===== src/rtl/preset_timer_pkg.sv =====
// Shared constants and types for the preset_timer peripheral.
// The build macro PRESET_TIMER_AUTO_RELOAD_EN (used by the top) enables auto-reload mode.
package preset_timer_pkg;

  localparam logic [1:0] ADDR_CTRL   = 2'd0;
  localparam logic [1:0] ADDR_PRESET = 2'd1;
  localparam logic [1:0] ADDR_COUNT  = 2'd2;

  localparam int CTRL_EN       = 0;
  localparam int CTRL_MODE_LSB = 1;
  localparam int CTRL_MODE_MSB = 2;
  localparam int CTRL_IM       = 3;

  typedef enum logic [1:0] {
    MODE_ONESHOT = 2'b00,
    MODE_AUTO    = 2'b01
  } mode_e;

  typedef enum logic [1:0] {
    IDLE = 2'd0,
    LOAD = 2'd1,
    CNT  = 2'd2,
    INT  = 2'd3
  } state_e;

endpackage


===== src/rtl/preset_timer_fsm.sv =====
// Countdown sequencer for preset_timer: owns the state, COUNT and the pending flag.
module preset_timer_fsm
  import preset_timer_pkg::*;
(
  input  logic        clk,
  input  logic        rst,
  input  logic        en,
  input  logic        auto_reload,
  input  logic [31:0] preset,
  input  logic        pend_clr,
  output logic [31:0] count,
  output logic        pend,
  output logic        en_clr
);

  state_e      state_q, state_d;
  logic [31:0] count_d;
  logic        pend_d;

  always_ff @(posedge clk or negedge rst) begin
    if (!rst) begin
      state_q <= IDLE;
      count   <= '0;
      pend    <= 1'b0;
    end else begin
      // NOTE: non-blocking assignments keep every register updating from pre-edge values.
      state_q <= state_d;
      count   <= count_d;
      pend    <= pend_d;
    end
  end

  always_comb begin
    // NOTE: every output gets a default first so no path can infer a latch.
    state_d = state_q;
    count_d = count;
    pend_d  = pend_clr ? 1'b0 : pend;
    en_clr  = 1'b0;

    unique case (state_q)
      IDLE: begin
        if (en) state_d = LOAD;
      end
      LOAD: begin
        count_d = preset;
        state_d = CNT;
      end
      CNT: begin
        if (!en) begin
          state_d = IDLE;
        end else if (count > 32'd1) begin
          count_d = count - 32'd1;
        end else begin
          // Setting beats a same-cycle CPU clear so no expiry is lost.
          count_d = '0;
          pend_d  = 1'b1;
          state_d = INT;
        end
      end
      INT: begin
        if (auto_reload) begin
          pend_d = 1'b0;
          // Reloading here rather than in a LOAD cycle keeps the period at N+1.
          if (en) begin
            count_d = preset;
            state_d = CNT;
          end else begin
            state_d = IDLE;
          end
        end else begin
          en_clr  = 1'b1;
          state_d = IDLE;
        end
      end
      default: state_d = IDLE;
    endcase
  end

endmodule


===== src/rtl/preset_timer.sv =====
// Memory-mapped 32-bit down-counting timer with level interrupt.
// Define PRESET_TIMER_AUTO_RELOAD_EN to enable auto-reload mode (MODE = 01).
module preset_timer
  import preset_timer_pkg::*;
(
  input  logic        clk,
  input  logic        rst,
  input  logic [1:0]  addr,
  input  logic        we,
  input  logic [31:0] din,
  output logic [31:0] dout,
  output logic        irq
);

  logic        en_q;
  logic        im_q;
  logic [31:0] preset_q;
  logic [1:0]  mode_rd;
  logic        auto_reload;
  logic        wr_ctrl, wr_preset;
  logic [31:0] count;
  logic        pend;
  logic        en_clr;

  assign wr_ctrl   = we && (addr == ADDR_CTRL);
  assign wr_preset = we && (addr == ADDR_PRESET);

`ifdef PRESET_TIMER_AUTO_RELOAD_EN
  logic [1:0] mode_q;

  always_ff @(posedge clk or negedge rst) begin
    if (!rst)         mode_q <= MODE_ONESHOT;
    else if (wr_ctrl) mode_q <= din[CTRL_MODE_MSB:CTRL_MODE_LSB];
  end

  assign mode_rd     = mode_q;
  assign auto_reload = (mode_q == MODE_AUTO);
`else
  assign mode_rd     = 2'b00;
  assign auto_reload = 1'b0;
`endif

  always_ff @(posedge clk or negedge rst) begin
    if (!rst) begin
      en_q     <= 1'b0;
      im_q     <= 1'b0;
      preset_q <= '0;
    end else begin
      // A CPU write to CTRL overrides the FSM's one-shot EN clear.
      if (wr_ctrl) begin
        en_q <= din[CTRL_EN];
        im_q <= din[CTRL_IM];
      end else if (en_clr) begin
        en_q <= 1'b0;
      end
      if (wr_preset) preset_q <= din;
    end
  end

  preset_timer_fsm u_fsm (
    .clk         (clk),
    .rst         (rst),
    .en          (en_q),
    .auto_reload (auto_reload),
    .preset      (preset_q),
    .pend_clr    (wr_ctrl || wr_preset),
    .count       (count),
    .pend        (pend),
    .en_clr      (en_clr)
  );

  always_comb begin
    dout = '0;
    unique case (addr)
      ADDR_CTRL:   dout = {28'd0, im_q, mode_rd, en_q};
      ADDR_PRESET: dout = preset_q;
      ADDR_COUNT:  dout = count;
      default:     dout = '0;
    endcase
  end

  assign irq = pend & im_q;

endmodule


===== config.mk =====
export PLATFORM = sky130hd
export DESIGN_NAME = preset_timer
export DESIGN_NICKNAME = d
export VERILOG_FILES = /design/src/rtl/preset_timer_pkg.sv /design/src/rtl/preset_timer_fsm.sv /design/src/rtl/preset_timer.sv
export SDC_FILE = /design/constraint.sdc
export NUM_CORES = 1
export LEC_CHECK = 0
export CAP_MARGIN = 15
export CORE_ASPECT_RATIO = 2
export CORE_UTILIZATION = 53
export CTS_BUF_LIST = sky130_fd_sc_hd__clkbuf_16
export DETAILED_ROUTE_END_ITERATION = 10
export GPL_ROUTABILITY_DRIVEN = 0
export PLACE_DENSITY = 0.8
export SYNTH_ARGS = -nofsm -noshare
export SYNTH_HDL_FRONTEND = slang
export SYNTH_SLANG_ARGS = --single-unit

===== constraint.sdc =====
create_clock -name clk -period 2.8 [get_ports clk]
set_input_delay 0.28 -clock clk [delete_from_list [all_inputs] [get_ports clk]]
set_output_delay 0.28 -clock clk [all_outputs]
set_load 0.02 [all_outputs]

==> run metrics, run 1 <==
status=completed; Worst setup endpoint=u_fsm.count[3]$_DFFE_PN0P_; Synthesis Warnings=0; sequential share of power=36.3%; slowest stage delay, CP=0.66 ns; NetSw=0.001942 W; fin nets=506; Worst setup SP type=flop; Hold WS=0.03622 ns; die width=63.15 µm; Slew @ Worst Pin=0.8036 ns; period utilization=95.39%; EDFF count, synth=0; Metal-1 WL=4182 µm; worst reg2reg endpoint=u_fsm.count[3]$_DFFE_PN0P_; critical-path cell list=or4_1 -> nor4_2 -> nand4_1 -> nand2_1 -> o221ai_1; fillers=578; VDD IR-drop max=0.0006435 V; die area=7850 µm²; met3 wire len=722 µm; R2R depth=5; sw frac=39.76%; final hold viol count=0; via count=3798; Syn Inst Count=396; share of cells above drive strength 1=18.64%; first drt pass iteration count=6; core area=7267 µm²; Initial DRC Count=268; Tmin final=2.671 ns; Yosys reg bits=69; TritonCTS Buffers=9; final setup vio count=0; WL final=11650 µm; Clock Path Buffers=2; Critical Path RT=2.99 ns; Area Growth Syn to Fin=29.61%; Worst Path Arrival=2.86 ns; number of global-route vias before repair=3974; pin count of the biggest net entering global routing=38; Netlist cell types=53; WL/cell=20.65 µm; number of input and output port buffers inserted=69; Post-DP Area=4848 µm²; Final Max Slew Viols=0; H-tree depth=3; Reg clk slew, reported paths=0.06 ns; # IOs=70; leak pwr=2.032 nW; clock root buffer=clkbuf_16; Die Span Y=124.3 µm; commonest non-fill, non-tap cells in the layout=69 x dfrtp_1, 68 x clkdlybuf4s50_1, 34 x mux2_2; Post-CTS Setup Inserts=0; slowest stage cell on the critical path=or4_1; clock skew=0.005918 ns; Initial Util=54.55%; RSZ-0062 raised after global routing=false; Sink Count=69; FP Rows=44; Worst-Skew Late Latency=0.34 ns; Inserted Diodes=0; initial antenna violation count=0; Worst slew margin=46.43%; first-pass GRT wire length=19110 µm; commonest non-fill, non-tap cell in the layout=dfrtp_1; Crit. Startpoint=u_fsm.count[4]$_DFFE_PN0P_; Overflow after GRT=0; launch point of the worst reg-to-reg path=u_fsm.count[4]$_DFFE_PN0P_; ys flop type=dfrtp_1; Max Clk Rate=374.4 MHz; Crit Path Category=flop to flop; all-layer global routing usage=31.54%; vias per inst=6.734; Internal=0.002942 W; met2 wire len=6087 µm; logic gate share of total power=41.6%; cell area after layout=5137 µm²; DR top layer=met4; post-synthesis sequential area ratio=43.56%; post-route ant nets=0; Avg Synthesized Cell Area=10.01 µm²; power share of the clock group=22.1%; PwrDens=950.7 nW/µm²; Synthesized Nets=435; detailed-route DRC error count=0; Worst Setup End Kind=flop; share of async-settable or async-resettable flops after synthesis=100.0%; Max FO, Critical Path=8; Post-Syn Area=3964 µm²; worst reg2reg setup slack=0.13 ns; hpwl dp=8130 µm; setup TNS=0 ns; worst hold path type=input port to asynchronous set/reset pin; CTS tree=yes; Max Cap Violations=0
==> area by class of cell <==
class	instances	area (µm²)	area share, %
clock buffers	9	225.2	4.384
clock inverters	7	56.30	1.096
inverters	8	30.03	0.5845
multi-input cells	285	2086	40.60
flip-flops and latches	69	1727	33.61
well taps	92	115.1	2.241
repair buffers	94	898.4	17.49
==> worst min-delay path by stage <==
stage	start	to	depth (start not counted)
2_1_floorplan	rst	en_q$_DFFE_PN0P_	0
3_3_place_gp	rst	preset_q[11]$_DFFE_PN0P_	1
3_5_place_dp	rst	preset_q[15]$_DFFE_PN0P_	1
4_1_cts	rst	preset_q[15]$_DFFE_PN0P_	1
5_1_grt	rst	preset_q[7]$_DFFE_PN0P_	1
6_report	rst	u_fsm.count[5]$_DFFE_PN0P_	1
==> kinds of logic (layout without fill, tap and decap cells) <==
kind of cell / count (synthesis) / after routing / share of synthesized area (%)
compound gates: 112 / 112 / 22.38
fa+ha+maj: 2 / 2 / 0.6312
buf+inv: 42 / 118 / 4.230
flops: 69 / 69 / 43.56
mux: 37 / 37 / 10.42
simple gates: 134 / 134 / 18.78
==> per-layer routing <==
layer  GRT usage [%]  vias to the layer above
met3           6.319                       64
met2           52.88                      210
met4           22.44                        0
li1                -                     1691
met1           34.59                     1833
met5               0                        -
==> sequential cells by signal, indices dropped and copies added (netlist names) <==
name / count
u_fsm.count: 32
u_fsm.state_q: 2
im_q: 1
u_fsm.pend: 1
preset_q: 32
en_q: 1
==> cells in the mapped netlist (all sizes together), types with 2 or more instances <==
library cell / n / share of area [%]
nor4: 15 / 2.5
a221o: 4 / 1.0
a21oi: 7 / 0.88
o21ai: 9 / 1.1
a22oi: 6 / 1.1
a32o: 2 / 0.51
a311o: 2 / 0.51
nand4: 6 / 0.95
mux2: 34 / 9.7
clkbuf: 27 / 2.6
o211ai: 8 / 1.5
and2: 3 / 0.47
a32oi: 8 / 1.8
mux2i: 3 / 0.76
buf: 7 / 0.92
nand4b: 4 / 0.88
ha: 2 / 0.63
dfrtp: 69 / 44
a41oi: 2 / 0.44
nor3: 9 / 1.1
a31oi: 3 / 0.47
or3: 9 / 1.4
a22o: 34 / 7.5
o311ai: 2 / 0.44
nand2b: 4 / 0.63
or2: 3 / 0.47
o41ai: 3 / 0.66
nand3: 10 / 1.3
nor2: 19 / 1.8
or4: 10 / 2.2
inv: 8 / 0.76
o22ai: 3 / 0.47
nor2b: 4 / 0.63
nor3b: 4 / 0.76
o31ai: 11 / 2.1
nand2: 30 / 2.8
==> power groups by stage <==
stage	logic, W	registers [W]	clock network (W)
4_1_cts	0.00199	0.00175	0.00109
5_1_grt	0.00218	0.00182	0.00113
3_3_place_gp	0.00193	0.00174	0
2_1_floorplan	0.00135	0.00162	0
6_report	0.00203	0.00177	0.00108
3_5_place_dp	0.00197	0.00176	0
==> stage by stage <==
stage | total power (W) | instances | util [%] | worst slack, ns
floorplan | 0.002968 | 396 | - | 0.3474
global placement | 0.003670 | 548 | 66.72 | 0.2081
detailed placement | 0.003727 | 548 | 66.72 | 0.09225
CTS | 0.004834 | 564 | 70.59 | 0.07481
global route | 0.005128 | 564 | 70.70 | 0.01751
finish | 0.004884 | 564 | 70.70 | 0.1291
==> worst max-delay path: cells and delay by family, from the launching register on <==
kind / cells / cell delay, ns
flops: 1 / 0.45
compound gates: 1 / 0.17
simple gates: 4 / 1.90
==> timing repair <==
item	CTS	global route
setup endpoints to repair	0	9
hold buffers	0	0
resized for setup	0	2
No activity file was read; power rests on OpenSTA's default activity.
==> run 2, diff against run 1 <==
- ABC_AREA: unset -> 1
- CORE_UTILIZATION: 53 -> 54
- PLACE_DENSITY: 0.8 -> 0.81
- RECOVER_POWER: unset -> 100
==> run 2 against run 1 <==
The run now ends with max-capacitance violations, max-slew violations left. Design area is 3.9% higher. Clock-buffer cell count is the same. Final cell count increased by 36%. Synthesized cell count is 52% higher. Die area rose by 6.3%. Wire length up 1.2%. Global-route usage fell by 0.41 points. Area after synthesis up 8.5%. Setup slack better by 0.18 ns. Sequential share of layout area down 1.3 points. First-iteration DRC count grew 2.6%. Highest routed layer unchanged.
==> run metrics, run 2 <==
Critical Path RT=2.52 ns; VDD IR-drop max=0.0007211 V; worst reg2reg setup slack=0.49 ns; post-synthesis sequential area ratio=40.15%; Util after Layout=69.74%; Worst setup endpoint=dout[3]; fin nets=709; power share of the clock group=23.8%; Clock Path Buffers=2; CTS tree=yes; R2R depth=7; failing checks=max-capacitance violations, max-slew violations; WL/cell=15.33 µm; Die Span Y=128.2 µm; clock skew=0.009491 ns; Worst setup SP type=input port; initial antenna violation count=0; sw frac=43.01%; die area=8346 µm²; Worst-Skew Late Latency=0.34 ns; Avg Synthesized Cell Area=7.132 µm²; Final Max Slew Viols=35; Max Cap Violations=1; hpwl dp=8528 µm; period utilization=88.84%; Area Growth Syn to Fin=24.18%; commonest non-fill, non-tap cells in the layout=218 x nand2_1, 69 x dfrtp_1, 68 x nor2_1; top cell type's share of synthesized area=40.15%; critical path's top delay family=buffers and inverters; worst reg2reg endpoint=u_fsm.count[22]$_DFFE_PN0P_; Crit. Startpoint=addr[1]; slowest stage delay, CP=0.65 ns; Initial Util=56.16%; setup TNS=0 ns; number of global-route vias before repair=4293; PwrDens=943.1 nW/µm²; top flop regs=preset_q (32), u_fsm.count (32), u_fsm.state_q (2); first drt pass iteration count=4; critical-path cell list=dlygate4sd3_1 -> nor2_1 -> inv_1 -> o221ai_1 -> clkdlybuf4s50_1; Inserted Diodes=0; FP Rows=45; Post-CTS Setup Inserts=0; Synthesis Warnings=0; # IOs=70; Worst Path Arrival=2.21 ns; clock root buffer=clkbuf_16; TritonCTS Buffers=9; worst hold path type=flop to flop; EDFF count, synth=0; Max FO, Critical Path=12; Buf/Inv on CP=3; detailed-route DRC error count=0; Overflow after GRT=0; CP Depth=5; first-pass GRT wire length=19500 µm; Post-synth top cells=217 x nand2_1, 69 x dfrtp_1, 65 x inv_1, 65 x nor2_1, 39 x o21ai_0; logic gate share of total power=42.0%; Placed Cells incl. Taps=753; post-route ant nets=0; launch point of the worst reg-to-reg path=u_fsm.state_q[0]$_DFFE_PN0P_; NetSw=0.002166 W; final setup vio count=0; Synthesized Nets=642; all-layer global routing usage=31.13%; pre-CTS setup slack=0.4482 ns; final cell count without fillers=769; Post-Syn Area=4300 µm²; Max Clk Rate=402.0 MHz; Post-CTS Hold Fix Bufs=0; die width=65.10 µm; post-cts sizing count=0; share of cells above drive strength 1=9.481%; Crit Path Category=input port to primary output; Hold WS=0.4928 ns; core area=7657 µm²; slowest stage cell on the critical path=clkdlybuf4s50_1; status=complete, but fails checks; most common cell in the netlist=nand2_1; ys flop type=dfrtp_1; number of input and output port buffers inserted=69; Yosys reg bits=69; Reg clk slew, reported paths=0.05 ns; commonest non-fill, non-tap cell in the layout=nand2_1; Tmin final=2.487 ns; final hold viol count=0; Netlist cell types=29; Area contributors post-synth=dfrtp_1 40%, nand2_1 19%, inv_1 5.7%; pin count of the biggest net entering global routing=36; Final WS setup=0.3125 ns; share of async-settable or async-resettable flops after synthesis=100.0%; sequential share of power=34.2%; RSZ-0062 raised after global routing=false; vias per inst=5.450; Synth area leader=dfrtp_1; H-tree depth=3; leak pwr=2.642 nW; Syn Inst Count=603; Sink Count=69; Worst slew margin=-34.36%; via count=4191; Slew @ Worst Pin=2.015 ns; Internal=0.002870 W; Worst Setup End Kind=primary output; Initial DRC Count=275; WL final=11790 µm
==> run 2: cell count changes after synthesis, sizes merged, moves of 9 or more <==
cell	change
nand2	+192
inv	+61
nor2	+60
a22o	-34
o21ai	+34
clkbuf	-16
nor4	-15
xor2	+15
mux2	-14
nand3	+13
o22ai	+12
o31ai	-11
or4	-10
or3	-9
==> run 2: logic make-up (layout without fill, tap and decap cells) <==
group / count (synthesis) / after routing / synth area share [%]
AO/OA/AOI/OAI: 76 / 76 / 9.572
AND/OR/NAND/NOR: 330 / 330 / 32.59
adder cells (fa/ha/maj): 2 / 2 / 0.5818
XOR/XNOR: 16 / 16 / 3.259
flip-flops: 69 / 69 / 40.15
buffers and inverters: 90 / 162 / 8.612
multiplexers: 20 / 20 / 5.237
==> run 2: cell type report <==
cell class | instances | area [µm²]
fill | 674 | 2317
clock inverter | 7 | 90.09
timing repair buffer | 77 | 763.2
clock buffer | 9 | 225.2
tap | 94 | 117.6
sequential | 69 | 1727
multi-input combinational | 444 | 2158
inverter | 69 | 259.0
==> run 2: per-layer routing <==
metal,track usage [%],share of wire (%)
met2,55.09,53
met4,20.33,5.6
met1,31.99,36
met3,6.762,4.9
met5,0,0
==> run 2: tightest hold or removal path: stages, from the launching register on <==
cell     delay, ns
dfrtp_1       0.34
nand2_1       0.05
o21ai_0       0.07
==> run 2: worst min-delay path by stage <==
stage | from | end | cells after the start
2_1_floorplan | rst | en_q$_DFFE_PN0P_ | 0
3_3_place_gp | rst | preset_q[20]$_DFFE_PN0P_ | 1
3_5_place_dp | rst | preset_q[19]$_DFFE_PN0P_ | 1
4_1_cts | rst | preset_q[18]$_DFFE_PN0P_ | 1
5_1_grt | preset_q[0]$_DFFE_PN0P_ | preset_q[0]$_DFFE_PN0P_ | 2
6_report | preset_q[0]$_DFFE_PN0P_ | preset_q[0]$_DFFE_PN0P_ | 2
==> run 2: through the flow <==
stage	cell area, µm²	total power, W
floorplan	4300	0.003199
global placement	5077	0.003786
detailed placement	5077	0.003857
CTS	5393	0.005093
global route	5340	0.005400
finish	5340	0.005036
==> run 2: power groups by stage <==
stage	clock network, W	logic [W]	registers, W
floorplan	0	0.00160	0.00160
global route	0.00126	0.00237	0.00177
detailed placement	0	0.00214	0.00172
CTS	0.00122	0.00216	0.00171
global placement	0	0.00208	0.00171
finish	0.00120	0.00211	0.00172
==> run 3, diff against run 2 <==
- CAP_MARGIN: 15 -> 30
- CORE_MARGIN: unset -> 5
==> run 3 against run 2 <==
The flow still finishes with violations (max-capacitance violations, max-slew violations). Setup slack better by 0.015 ns. Wire length up 1.8%. Largest power group unchanged. Via count up 1.3%. Critical path depth up 1. Clock skew down 0.0032 ns. Design area about the same. Flip-flop and latch count unchanged. Clock power up 3%. First-iteration DRC count down 15%. Sequential share of layout area about the same. Register-to-register slack better by 0.03 ns. Critical path type unchanged. Worst hold slack worse by 0.0031 ns.
==> run metrics, run 3 (synthesis gave the netlist of run 2 again) <==
status=complete, but fails checks; failing checks=max-capacitance violations, max-slew violations; TritonCTS Buffers=9; WL final=12000 µm; commonest non-fill, non-tap cells in the layout=219 x nand2_1, 69 x dfrtp_1, 68 x nor2_1; number of input and output port buffers inserted=69; Hold WS=0.4898 ns; clock skew=0.006285 ns; Critical Path RT=2.52 ns; critical-path cell list=dlygate4sd3_1 -> nor2_1 -> buf_4 -> nand2_1 -> o21ai_0 -> dlygate4sd3_1; final hold viol count=0; fin nets=710; detailed-route DRC error count=0; Sink Count=69; VDD IR-drop max=0.0006009 V; Overflow after GRT=0; Max Cap Violations=1; leak pwr=2.652 nW; initial antenna violation count=0; via count=4244; Post-CTS Setup Inserts=0; Die Span Y=136.2 µm; Initial Util=54.54%; cell area after layout=5344 µm²; final setup vio count=0; Worst Path Arrival=2.19 ns; Buf/Inv on CP=3; critical path's top delay family=buffers and inverters; WL/cell=15.54 µm; vias per inst=5.497; hpwl dp=8710 µm; setup TNS=0 ns; PwrDens=952.0 nW/µm²; fillers=655; slowest stage delay, CP=0.70 ns; Reg clk slew, reported paths=0.05 ns; # IOs=70; Inserted Diodes=0; share of cells above drive strength 1=9.615%; Max Clk Rate=404.4 MHz; Worst setup SP type=input port; Final Max Slew Viols=70; Clock Path Buffers=2; die area=9956 µm²; FP Rows=46; pin count of the biggest net entering global routing=70; core area=7885 µm²; die width=73.10 µm; Most common cell on crit path=dlygate4sd3_1; Max FO, Critical Path=21; H-tree depth=3; Final WS setup=0.3273 ns; Area Growth Syn to Fin=24.27%; clock root buffer=clkbuf_16; post-route ant nets=0; Worst slew margin=-17.30%; first drt pass iteration count=6; Util after Layout=67.77%; pre-CTS setup slack=0.4293 ns; CTS tree=yes; Initial DRC Count=233; number of global-route vias before repair=4359; worst hold path type=flop to flop; Post-CTS Hold Fix Bufs=1; commonest non-fill, non-tap cell in the layout=nand2_1; slowest stage cell on the critical path=dlygate4sd3_1; Crit Path Category=input port to primary output; Worst-Skew Late Latency=0.34 ns; top flop regs=preset_q (32), u_fsm.count (32), u_fsm.state_q (2); Post-DP Area=5080 µm²; all-layer global routing usage=25.56%; Worst Setup End Kind=primary output; post-cts sizing count=0; period utilization=88.31%; Tmin final=2.473 ns; RSZ-0062 raised after global routing=false; Slew @ Worst Pin=1.760 ns; first-pass GRT wire length=19580 µm
-- run 3: worst paths after layout --
kind | from | to | depth (start not counted) | slack [ns]
setup / recovery | addr[1] | dout[10] | 6 | 0.33
hold / removal | preset_q[3]$_DFFE_PN0P_ | preset_q[3]$_DFFE_PN0P_ | 2 | 0.49
setup reg to reg | u_fsm.count[0]$_DFFE_PN0P_ | u_fsm.count[29]$_DFFE_PN0P_ | 14 | 0.52
hold reg to reg | preset_q[3]$_DFFE_PN0P_ | preset_q[3]$_DFFE_PN0P_ | 2 | 0.49
max in group asynchronous | rst | u_fsm.count[29]$_DFFE_PN0P_ | 3 | 0.73
min in group asynchronous | rst | preset_q[12]$_DFFE_PN0P_ | 3 | 1.03
-- run 3: layer usage --
metal / share of wire (%) / vias to the layer above / GRT usage [%] / wire length, µm
met5: 0 / - / 0 / 0
met4: 6.2 / 0 / 17.25 / 748
met3: 5.0 / 63 / 5.033 / 596
met2: 54 / 151 / 45.16 / 6511
met1: 35 / 2001 / 26.10 / 4139
li1: - / 2029 / - / -
-- run 3: worst min-delay path: stages, from the launching register on --
cell and delay, ns:
dfrtp_1 0.34, nand2_1 0.05, o21ai_0 0.06
-- run 3: area by class of cell --
cell class / instances / area (µm²) / share of cell area (%)
clock buffer: 9 / 225.2 / 4.214
sequential: 69 / 1727 / 32.31
tap: 96 / 120.1 / 2.248
inverter: 69 / 259.0 / 4.847
timing repair buffer: 78 / 763.2 / 14.28
clock inverter: 7 / 98.84 / 1.850
multi-input combinational: 444 / 2151 / 40.25
-- run 3: stage by stage --
stage,std cells,power [W]
CTS,772,0.005144
detailed placement,755,0.003879
finish,772,0.005088
global placement,755,0.003799
floorplan,603,0.003199
global route,772,0.005443
-- run 3: power by group --
| group | internal [W] | leakage, nW | switching (W) | total (W) |
|---|---|---|---|---|
| clock | 0.000783 | 0.156 | 0.000455 | 0.00124 |
| combinational | 0.000775 | 1.67 | 0.00135 | 0.00212 |
| sequential | 0.00132 | 0.827 | 0.000403 | 0.00173 |
| total | 0.00288 | 2.65 | 0.00221 | 0.00509 |
